## config.mk

```make
export PLATFORM = sky130hd
export DESIGN_NAME = register_sequencer_flat
export DESIGN_NICKNAME = d
export VERILOG_FILES = /design/src/rtl/register_sequencer_if.sv /design/src/rtl/register_sequencer.sv /design/src/flat_wrapper.sv
export SDC_FILE = /design/constraint.sdc
export NUM_CORES = 1
export LEC_CHECK = 0
export BUFFER_PORTS_ARGS = -buffer_cell sky130_fd_sc_hd__buf_2
export CAP_MARGIN = 10
export CORE_MARGIN = 2
export CORE_UTILIZATION = 40
export CTS_CLUSTER_DIAMETER = 80
export DETAILED_ROUTE_END_ITERATION = 10
export GPL_ROUTABILITY_DRIVEN = 1
export PLACE_DENSITY = 0.69
export SYNTH_ARGS = -nofsm -noshare
export SYNTH_HDL_FRONTEND = slang
export SYNTH_SLANG_ARGS = --single-unit
```

## constraint.sdc

```tcl
create_clock -name clk -period 2.6 [get_ports clk]
set_clock_uncertainty 0.15 [all_clocks]
set_input_delay 0.26 -clock clk [delete_from_list [all_inputs] [get_ports clk]]
set_output_delay 0.26 -clock clk [all_outputs]
set_load 0.03 [all_outputs]
```

## src/rtl/register_sequencer_if.sv

```systemverilog
// rtl/register_sequencer_if.sv - instruction handshake and register control bundle
// master issues instructions; slave (the sequencer) drives ready and the register op codes.
interface register_sequencer_if #(
  parameter int OPW    = 3,
  parameter int SHAMTW = 2
);
  logic [3:0]        instr;
  logic [SHAMTW-1:0] shamt;
  logic              instr_valid;
  logic              ready;
  logic [OPW-1:0]    Tx;
  logic [OPW-1:0]    Ty;
  logic [OPW-1:0]    Tz;
  logic [1:0]        ula_sel;
  logic              mux_x_sel;
  logic              done;
  logic              err;

  modport master (
    output instr, shamt, instr_valid,
    input  ready, Tx, Ty, Tz, ula_sel, mux_x_sel, done, err
  );

  modport slave (
    input  instr, shamt, instr_valid,
    output ready, Tx, Ty, Tz, ula_sel, mux_x_sel, done, err
  );
endinterface

```

## src/rtl/register_sequencer.sv

```systemverilog
// rtl/register_sequencer.sv - sequences X/Y/Z register op codes per accepted instruction
// IDLE -> EXEC (1 or shamt cycles) -> DONE -> IDLE; all outputs are Moore-decoded.
module register_sequencer #(
  parameter int OPW    = 3,
  parameter int SHAMTW = 2
) (
  input  logic                 clk,
  input  logic                 rst_n,
  register_sequencer_if.slave  bus
);

  localparam logic [1:0] S_IDLE = 2'd0;
  localparam logic [1:0] S_EXEC = 2'd1;
  localparam logic [1:0] S_DONE = 2'd2;

  localparam logic [OPW-1:0] OP_HOLD   = OPW'(0);
  localparam logic [OPW-1:0] OP_LOAD   = OPW'(1);
  localparam logic [OPW-1:0] OP_SHIFTR = OPW'(2);
  localparam logic [OPW-1:0] OP_SHIFTL = OPW'(3);
  localparam logic [OPW-1:0] OP_RESET  = OPW'(4);

  localparam logic [3:0] I_CLR   = 4'b0000;
  localparam logic [3:0] I_LDX   = 4'b0001;
  localparam logic [3:0] I_LDY   = 4'b0010;
  localparam logic [3:0] I_ADD   = 4'b0011;
  localparam logic [3:0] I_SUB   = 4'b0100;
  localparam logic [3:0] I_SHRX  = 4'b0101;
  localparam logic [3:0] I_SHLX  = 4'b0110;
  localparam logic [3:0] I_MOVZX = 4'b0111;

  logic [1:0]        state;
  logic [SHAMTW-1:0] cnt;
  logic [3:0]        op;

  logic shift_in;
  logic shift_op;

  assign shift_in = (bus.instr == I_SHRX) || (bus.instr == I_SHLX);
  assign shift_op = (op == I_SHRX) || (op == I_SHLX);

  always_ff @(posedge clk) begin
    if (!rst_n) begin
      state <= S_IDLE;
      cnt   <= '0;
      op    <= '0;
    end else begin
      case (state)
        S_IDLE: begin
          if (bus.instr_valid) begin
            op  <= bus.instr;
            cnt <= bus.shamt;
            // illegal opcodes and zero-length shifts have no EXEC cycle
            if (bus.instr[3] || (shift_in && (bus.shamt == '0)))
              state <= S_DONE;
            else
              state <= S_EXEC;
          end
        end
        S_EXEC: begin
          if (cnt != '0)
            cnt <= cnt - SHAMTW'(1);
          if (!shift_op || (cnt <= SHAMTW'(1)))
            state <= S_DONE;
        end
        S_DONE:  state <= S_IDLE;
        default: state <= S_IDLE;
      endcase
    end
  end

  always_comb begin
    bus.Tx        = OP_HOLD;
    bus.Ty        = OP_HOLD;
    bus.Tz        = OP_HOLD;
    bus.ula_sel   = 2'b00;
    bus.mux_x_sel = 1'b0;
    if (state == S_EXEC) begin
      case (op)
        I_CLR: begin
          bus.Tx = OP_RESET;
          bus.Ty = OP_RESET;
          bus.Tz = OP_RESET;
        end
        I_LDX:  bus.Tx = OP_LOAD;
        I_LDY:  bus.Ty = OP_LOAD;
        I_ADD:  bus.Tz = OP_LOAD;
        I_SUB: begin
          bus.Tz      = OP_LOAD;
          bus.ula_sel = 2'b01;
        end
        I_SHRX: bus.Tx = OP_SHIFTR;
        I_SHLX: bus.Tx = OP_SHIFTL;
        I_MOVZX: begin
          bus.Tx        = OP_LOAD;
          bus.mux_x_sel = 1'b1;
        end
        default: bus.Tx = OP_HOLD;
      endcase
    end
  end

  assign bus.ready = (state == S_IDLE);
  assign bus.done  = (state == S_DONE);
  assign bus.err   = (state == S_DONE) && op[3];

endmodule

```

## src/flat_wrapper.sv

```systemverilog
// flat-port wrapper written by rule: the top's interface ports become plain ports
module register_sequencer_flat 
#(
  parameter int OPW    = 3,
  parameter int SHAMTW = 2
)
  (clk, rst_n, bus_instr, bus_shamt, bus_instr_valid, bus_ready, bus_Tx, bus_Ty, bus_Tz, bus_ula_sel, bus_mux_x_sel, bus_done, bus_err);
  register_sequencer_if #(.OPW(OPW), .SHAMTW(SHAMTW)) bus_i ();
  input  logic clk;
  input  logic rst_n;
  input wire logic [$bits(bus_i.instr)-1:0] bus_instr;
  input wire logic [$bits(bus_i.shamt)-1:0] bus_shamt;
  input wire logic [$bits(bus_i.instr_valid)-1:0] bus_instr_valid;
  output wire logic [$bits(bus_i.ready)-1:0] bus_ready;
  output wire logic [$bits(bus_i.Tx)-1:0] bus_Tx;
  output wire logic [$bits(bus_i.Ty)-1:0] bus_Ty;
  output wire logic [$bits(bus_i.Tz)-1:0] bus_Tz;
  output wire logic [$bits(bus_i.ula_sel)-1:0] bus_ula_sel;
  output wire logic [$bits(bus_i.mux_x_sel)-1:0] bus_mux_x_sel;
  output wire logic [$bits(bus_i.done)-1:0] bus_done;
  output wire logic [$bits(bus_i.err)-1:0] bus_err;
  assign bus_i.instr = bus_instr;
  assign bus_i.shamt = bus_shamt;
  assign bus_i.instr_valid = bus_instr_valid;
  assign bus_ready = bus_i.ready;
  assign bus_Tx = bus_i.Tx;
  assign bus_Ty = bus_i.Ty;
  assign bus_Tz = bus_i.Tz;
  assign bus_ula_sel = bus_i.ula_sel;
  assign bus_mux_x_sel = bus_i.mux_x_sel;
  assign bus_done = bus_i.done;
  assign bus_err = bus_i.err;
  register_sequencer #(.OPW(OPW), .SHAMTW(SHAMTW)) u_core (.clk(clk), .rst_n(rst_n), .bus(bus_i));
endmodule
```

; Word level (Yosys, flattened, before mapping)
; Index checks and enable logic that the tools add are counted.
[op_classes]
n_addsub = 1
magnitude_cmp = 1
n_eq_ne = 14
muxes = 17
reduce_logical = 17
[ops]
columns = operator, n
row1 = "4-bit by 3-bit equality test with 1-bit output, second input constant", 6
row2 = 2-bit two-way mux, 6
row3 = 3-bit case mux with 2 select lines, 2
row4 = 3-bit case mux with 4 select lines, 1
row5 = 3-bit two-way mux, 3
row6 = "4-bit by 2-bit equality test with 1-bit output, second input constant", 2
row7 = 2-bit case mux with 2 select lines, 2
row8 = "4-bit by 1-bit equality test with 1-bit output, second input constant", 1
row9 = 2-bit logical NOT, 2
row10 = 4-bit logical NOT, 1
row11 = 1-bit logical OR, 4
row12 = "2-bit by 1-bit != test with 1-bit output, second input constant", 2
row13 = 2-bit AND reduction, 2
row14 = 2-bit nonzero test, 2
row15 = 2-bit OR reduction, 2
row16 = 1-bit two-way mux, 3
row17 = 3-bit AND reduction, 1
row18 = "2-bit by 1-bit equality test with 1-bit output, second input constant", 1
row19 = "2-bit equality test, second input constant", 1
row20 = "2-bit by 1-bit <= comparator with 1-bit output, second input constant", 1
row21 = 1-bit logical AND, 2
row22 = "2-bit != test, second input constant", 1
row23 = "2-bit by 1-bit subtractor with 2-bit output, second input constant", 1
row24 = 1-bit logical NOT, 1
[totals]
ff_bits = 8
out_inout_bits = 15

; Depth between registers and ports, before layout
[depth]
ltp_word = 7
depth_mapped = 6

; Worst setup path after synthesis
; OpenSTA, ideal clock, no wires.
[synth_timing]
path_kind = register to output
startpoint = register u_core.state[1]
endpoint = output bus_Ty[2]
arrival_ns = 2.305
slack_ns = -0.115
stages_incl_launch_ff = 6
path_cell_list = dfxtp_1 -> nand2b_2 -> or2_2 -> clkbuf_1 -> nor4_1 -> buf_4
[synth_via]
elab_chain_cells = 2
[synth_lines]
columns = element, line_no
row1 = start: declaration, register_sequencer.sv:31  ; logic [1:0] state;
row2 = start signal: assignment, register_sequencer.sv:43  ; state <= S_IDLE;
row3 = start signal: assignment, register_sequencer.sv:54  ; state <= S_DONE;
row4 = start signal: assignment, register_sequencer.sv:56  ; state <= S_EXEC;
row5 = 2-bit by 1-bit equality test with 1-bit output, register_sequencer.sv:77  ; if (state == S_EXEC) begin
row6 = 3-bit two-way mux, register_sequencer.sv:77
row7 = end: declaration, flat_wrapper.sv:16  ; output wire logic [$bits(bus_i.Ty)-1:0] bus_Ty;
; Every way passes these cells.

; Worst setup path in the final report
[layout_timing]
startpoint = register u_core.state[1]
endpoint = output bus_ula_sel[0]
[layout_via]
elab_chain_cells = 2
[layout_lines]
columns = element, line_no
row1 = 2-bit by 1-bit equality test with 1-bit output, register_sequencer.sv:77
row2 = 2-bit two-way mux, register_sequencer.sv:77
row3 = end: declaration, flat_wrapper.sv:18  ; output wire logic [$bits(bus_i.ula_sel)-1:0] bus_ula_sel;
; Every way passes these cells.

==> results.json <==
{
  "vias": 519,
  "setup_viol": 0,
  "insertion_delay_ns": 0.25,
  "yosys.area.top_type": "dfxtp_1",
  "first_global_vias": 473,
  "ys.flop_type": "dfxtp_1",
  "switching_power_uw": 96.1,
  "powerDensity_nw_per_um2": 466,
  "synthToLayoutAreaGrowth_pct": 17.2,
  "rsz0062_at_grt": "false",
  "cp-start-kind": "flop",
  "postCtsSetupBuffers": 0,
  "period_needed_ns": 2.09,
  "switching_share": 0.306,
  "synth_top_area_frac": 0.278,
  "status": "complete, no violations",
  "drive_gt1_frac": 0.345,
  "synthDistinctLibCells": 31,
  "finalHoldViolCount": 0,
  "start_util": 0.437,
  "netlist_instances": 72,
  "dp_hpwl_um": 881,
  "cts_tree": "built",
  "ys_seq_area_frac": 0.278,
  "syn_avg_cell_area_um2": 7.99,
  "clock_sinks": 8,
  "antenna_left": 0,
  "final_nets": 100,
  "die_area_um2": 1760,
  "hp-class": "primary input to flop",
  "ir_worst_vdd_uv": 255,
  "cts-root-buf": "clkbuf_4",
  "critPathMaxStageDelay_ns": 0.36,
  "max_freq_mhz": 479,
  "critPathSlowestCell": "dfxtp_1",
  "grt_pass1_wl_mm": 1.88,
  "cts_repair_resize_count": 0,
  "die_width_um": 41.9,
  "portBuffers": 20,
  "p_leak_uw": 0.000305,
  "dp_slack_ns": 0.736,
  "cts_made_buffers": 3,
  "synth.area.top_cells": "dfxtp_1, mux2i_1, buf_4",
  "antenna_found_initial": 0,
  "setup_tns_ns": 0,
  "postRouteWirelength_mm": 1.10,
  "viasPerCell": 5.09,
  "synth_edf_count": 0,
  "ys_ff_latch": 8,
  "antennaDiodeCount": 0,
  "crit_type": "flop to output port",
  "grt_max_degree": 11,
  "synthTopCellsByCount": "nor2_1, dfxtp_1, buf_4, clkbuf_1, mux2i_1",
  "post-route-util": 0.512,
  "seqPwrFrac": 0.465,
  "drt_iter0_markers": 18,
  "dr.pass1.iters": 4,
  "ioPinCount": 24,
  "critPathCaptureType": "output port",
  "ys_warn_count": 0,
  "required_ns": 2.19,
  "async_flop_share": 0,
  "period_share": 0.803,
  "coreArea_um2": 1320,
  "die_h_um": 41.9,
  "whs_ns": 0.141,
  "rr_worst_depth": 4,
  "worst_slack_ns": 0.513,
  "clockPowerShare": 0.288,
  "drv_cap": 0,
  "drv_slew": 0,
  "wl_per_cell_um": 10.8,
  "synth.cell_area_um2": 576,
  "std_cell_rows": 13,
  "postCtsHoldBufs": 0,
  "clkTransAtPathRegs_ns": 0.05,
  "grt_overflow_total": 0,
  "cp.arrival_ns": 1.68,
  "track_usage": 0.135,
  "cp_max_fo": 8,
  "hold_depth": 3,
  "clock_path_buffers": 2,
  "yosysMostFrequentCell": "nor2_1",
  "gp_congestion": 0.824,
  "ctsHtreeMaxLevel": 1,
  "crit_chain": "nand2b_2, or2_2, nor4b_1, buf_2",
  "drc": 0,
  "intPower_uw": 218,
  "comb_power_share": 0.246
}
-- power groups by stage --
| stage | clock network [uW] | logic (uW) | registers [uW] |
|---|---|---|---|
| final | 90.6 | 77.4 | 146 |
| after global routing | 106 | 86.0 | 149 |
| after CTS | 93.5 | 78.2 | 146 |
| after detailed placement | 0 | 78.0 | 149 |
| after global placement | 0 | 77.2 | 148 |
| after floorplan | 0 | 71.2 | 139 |
-- final cells by class --
type | count | area [um2]
Inverter | 2 | 7.51
Tap cell | 15 | 18.8
Multi-Input combinational cell | 54 | 365
Clock buffer | 3 | 22.5
Sequential cell | 8 | 160
Timing Repair Buffer | 20 | 100
Fill cell | 134 | 643
-- placed cells by master, fill, tap and decap left out, types with 2 or more instances in the layout --
master	count
ha_1	2
clkbuf_4	3
dfxtp_1	8
nor2b_1	4
conb_1	3
nand2_1	4
and2_1	3
a21oi_1	4
mux2i_1	5
nor2_1	9
inv_1	2
nor4b_1	2
buf_2	20
-- path summary, 6_finish.rpt --
| path | slack [ns] | start | to |
|---|---|---|---|
| min | 0.14 | bus_instr[2] | u_core.op[2]$_SDFFE_PN0P_ |
| min reg2reg | 0.42 | u_core.op[3]$_SDFFE_PN0P_ | u_core.op[3]$_SDFFE_PN0P_ |
| max reg2reg | 0.73 | u_core.state[1]$_SDFFE_PN0P_ | u_core.state[1]$_SDFFE_PN0P_ |
| max | 0.51 | u_core.state[1]$_SDFFE_PN0P_ | bus_ula_sel[0] |
-- flip-flops by register name, indices dropped and copies added (netlist names) --
signal / flops
u_core.op: 4
u_core.cnt: 2
u_core.state: 2
-- critical path, delay by kind of cell (launching register included) --
family | cells | cell delay (ns)
simple gates | 3 | 0.82
buf+inv | 1 | 0.24
flops | 1 | 0.36
-- kinds of logic after synthesis --
family,Yosys count,synth area share
simple gates,34,0.352
mux,5,0.0870
compound gates,8,0.0913
buf+inv,12,0.111
xor+xnor,2,0.0304
other cells,1,0.00652
flops,8,0.278
fa+ha+maj,2,0.0435
-- per-stage QoR --
stage                     power [uW]  instance area [um2]  instances
after global placement           225                  652         99
after CTS                        318                  674        102
after floorplan                  211                  589         74
after detailed placement         227                  652         99
final                            314                  674        102
after global routing             340                  674        102
-- routing by layer --
metal / routed length [um] / vias up / GRT usage
li1: - / 270 / -
met1: 535 / 230 / 0.178
met2: 511 / 19 / 0.209
met3: 56 / 0 / 0.0174
met4: 0 / 0 / 0.0774
met5: 0 / - / 0
Power figures use the tool's default switching activity.
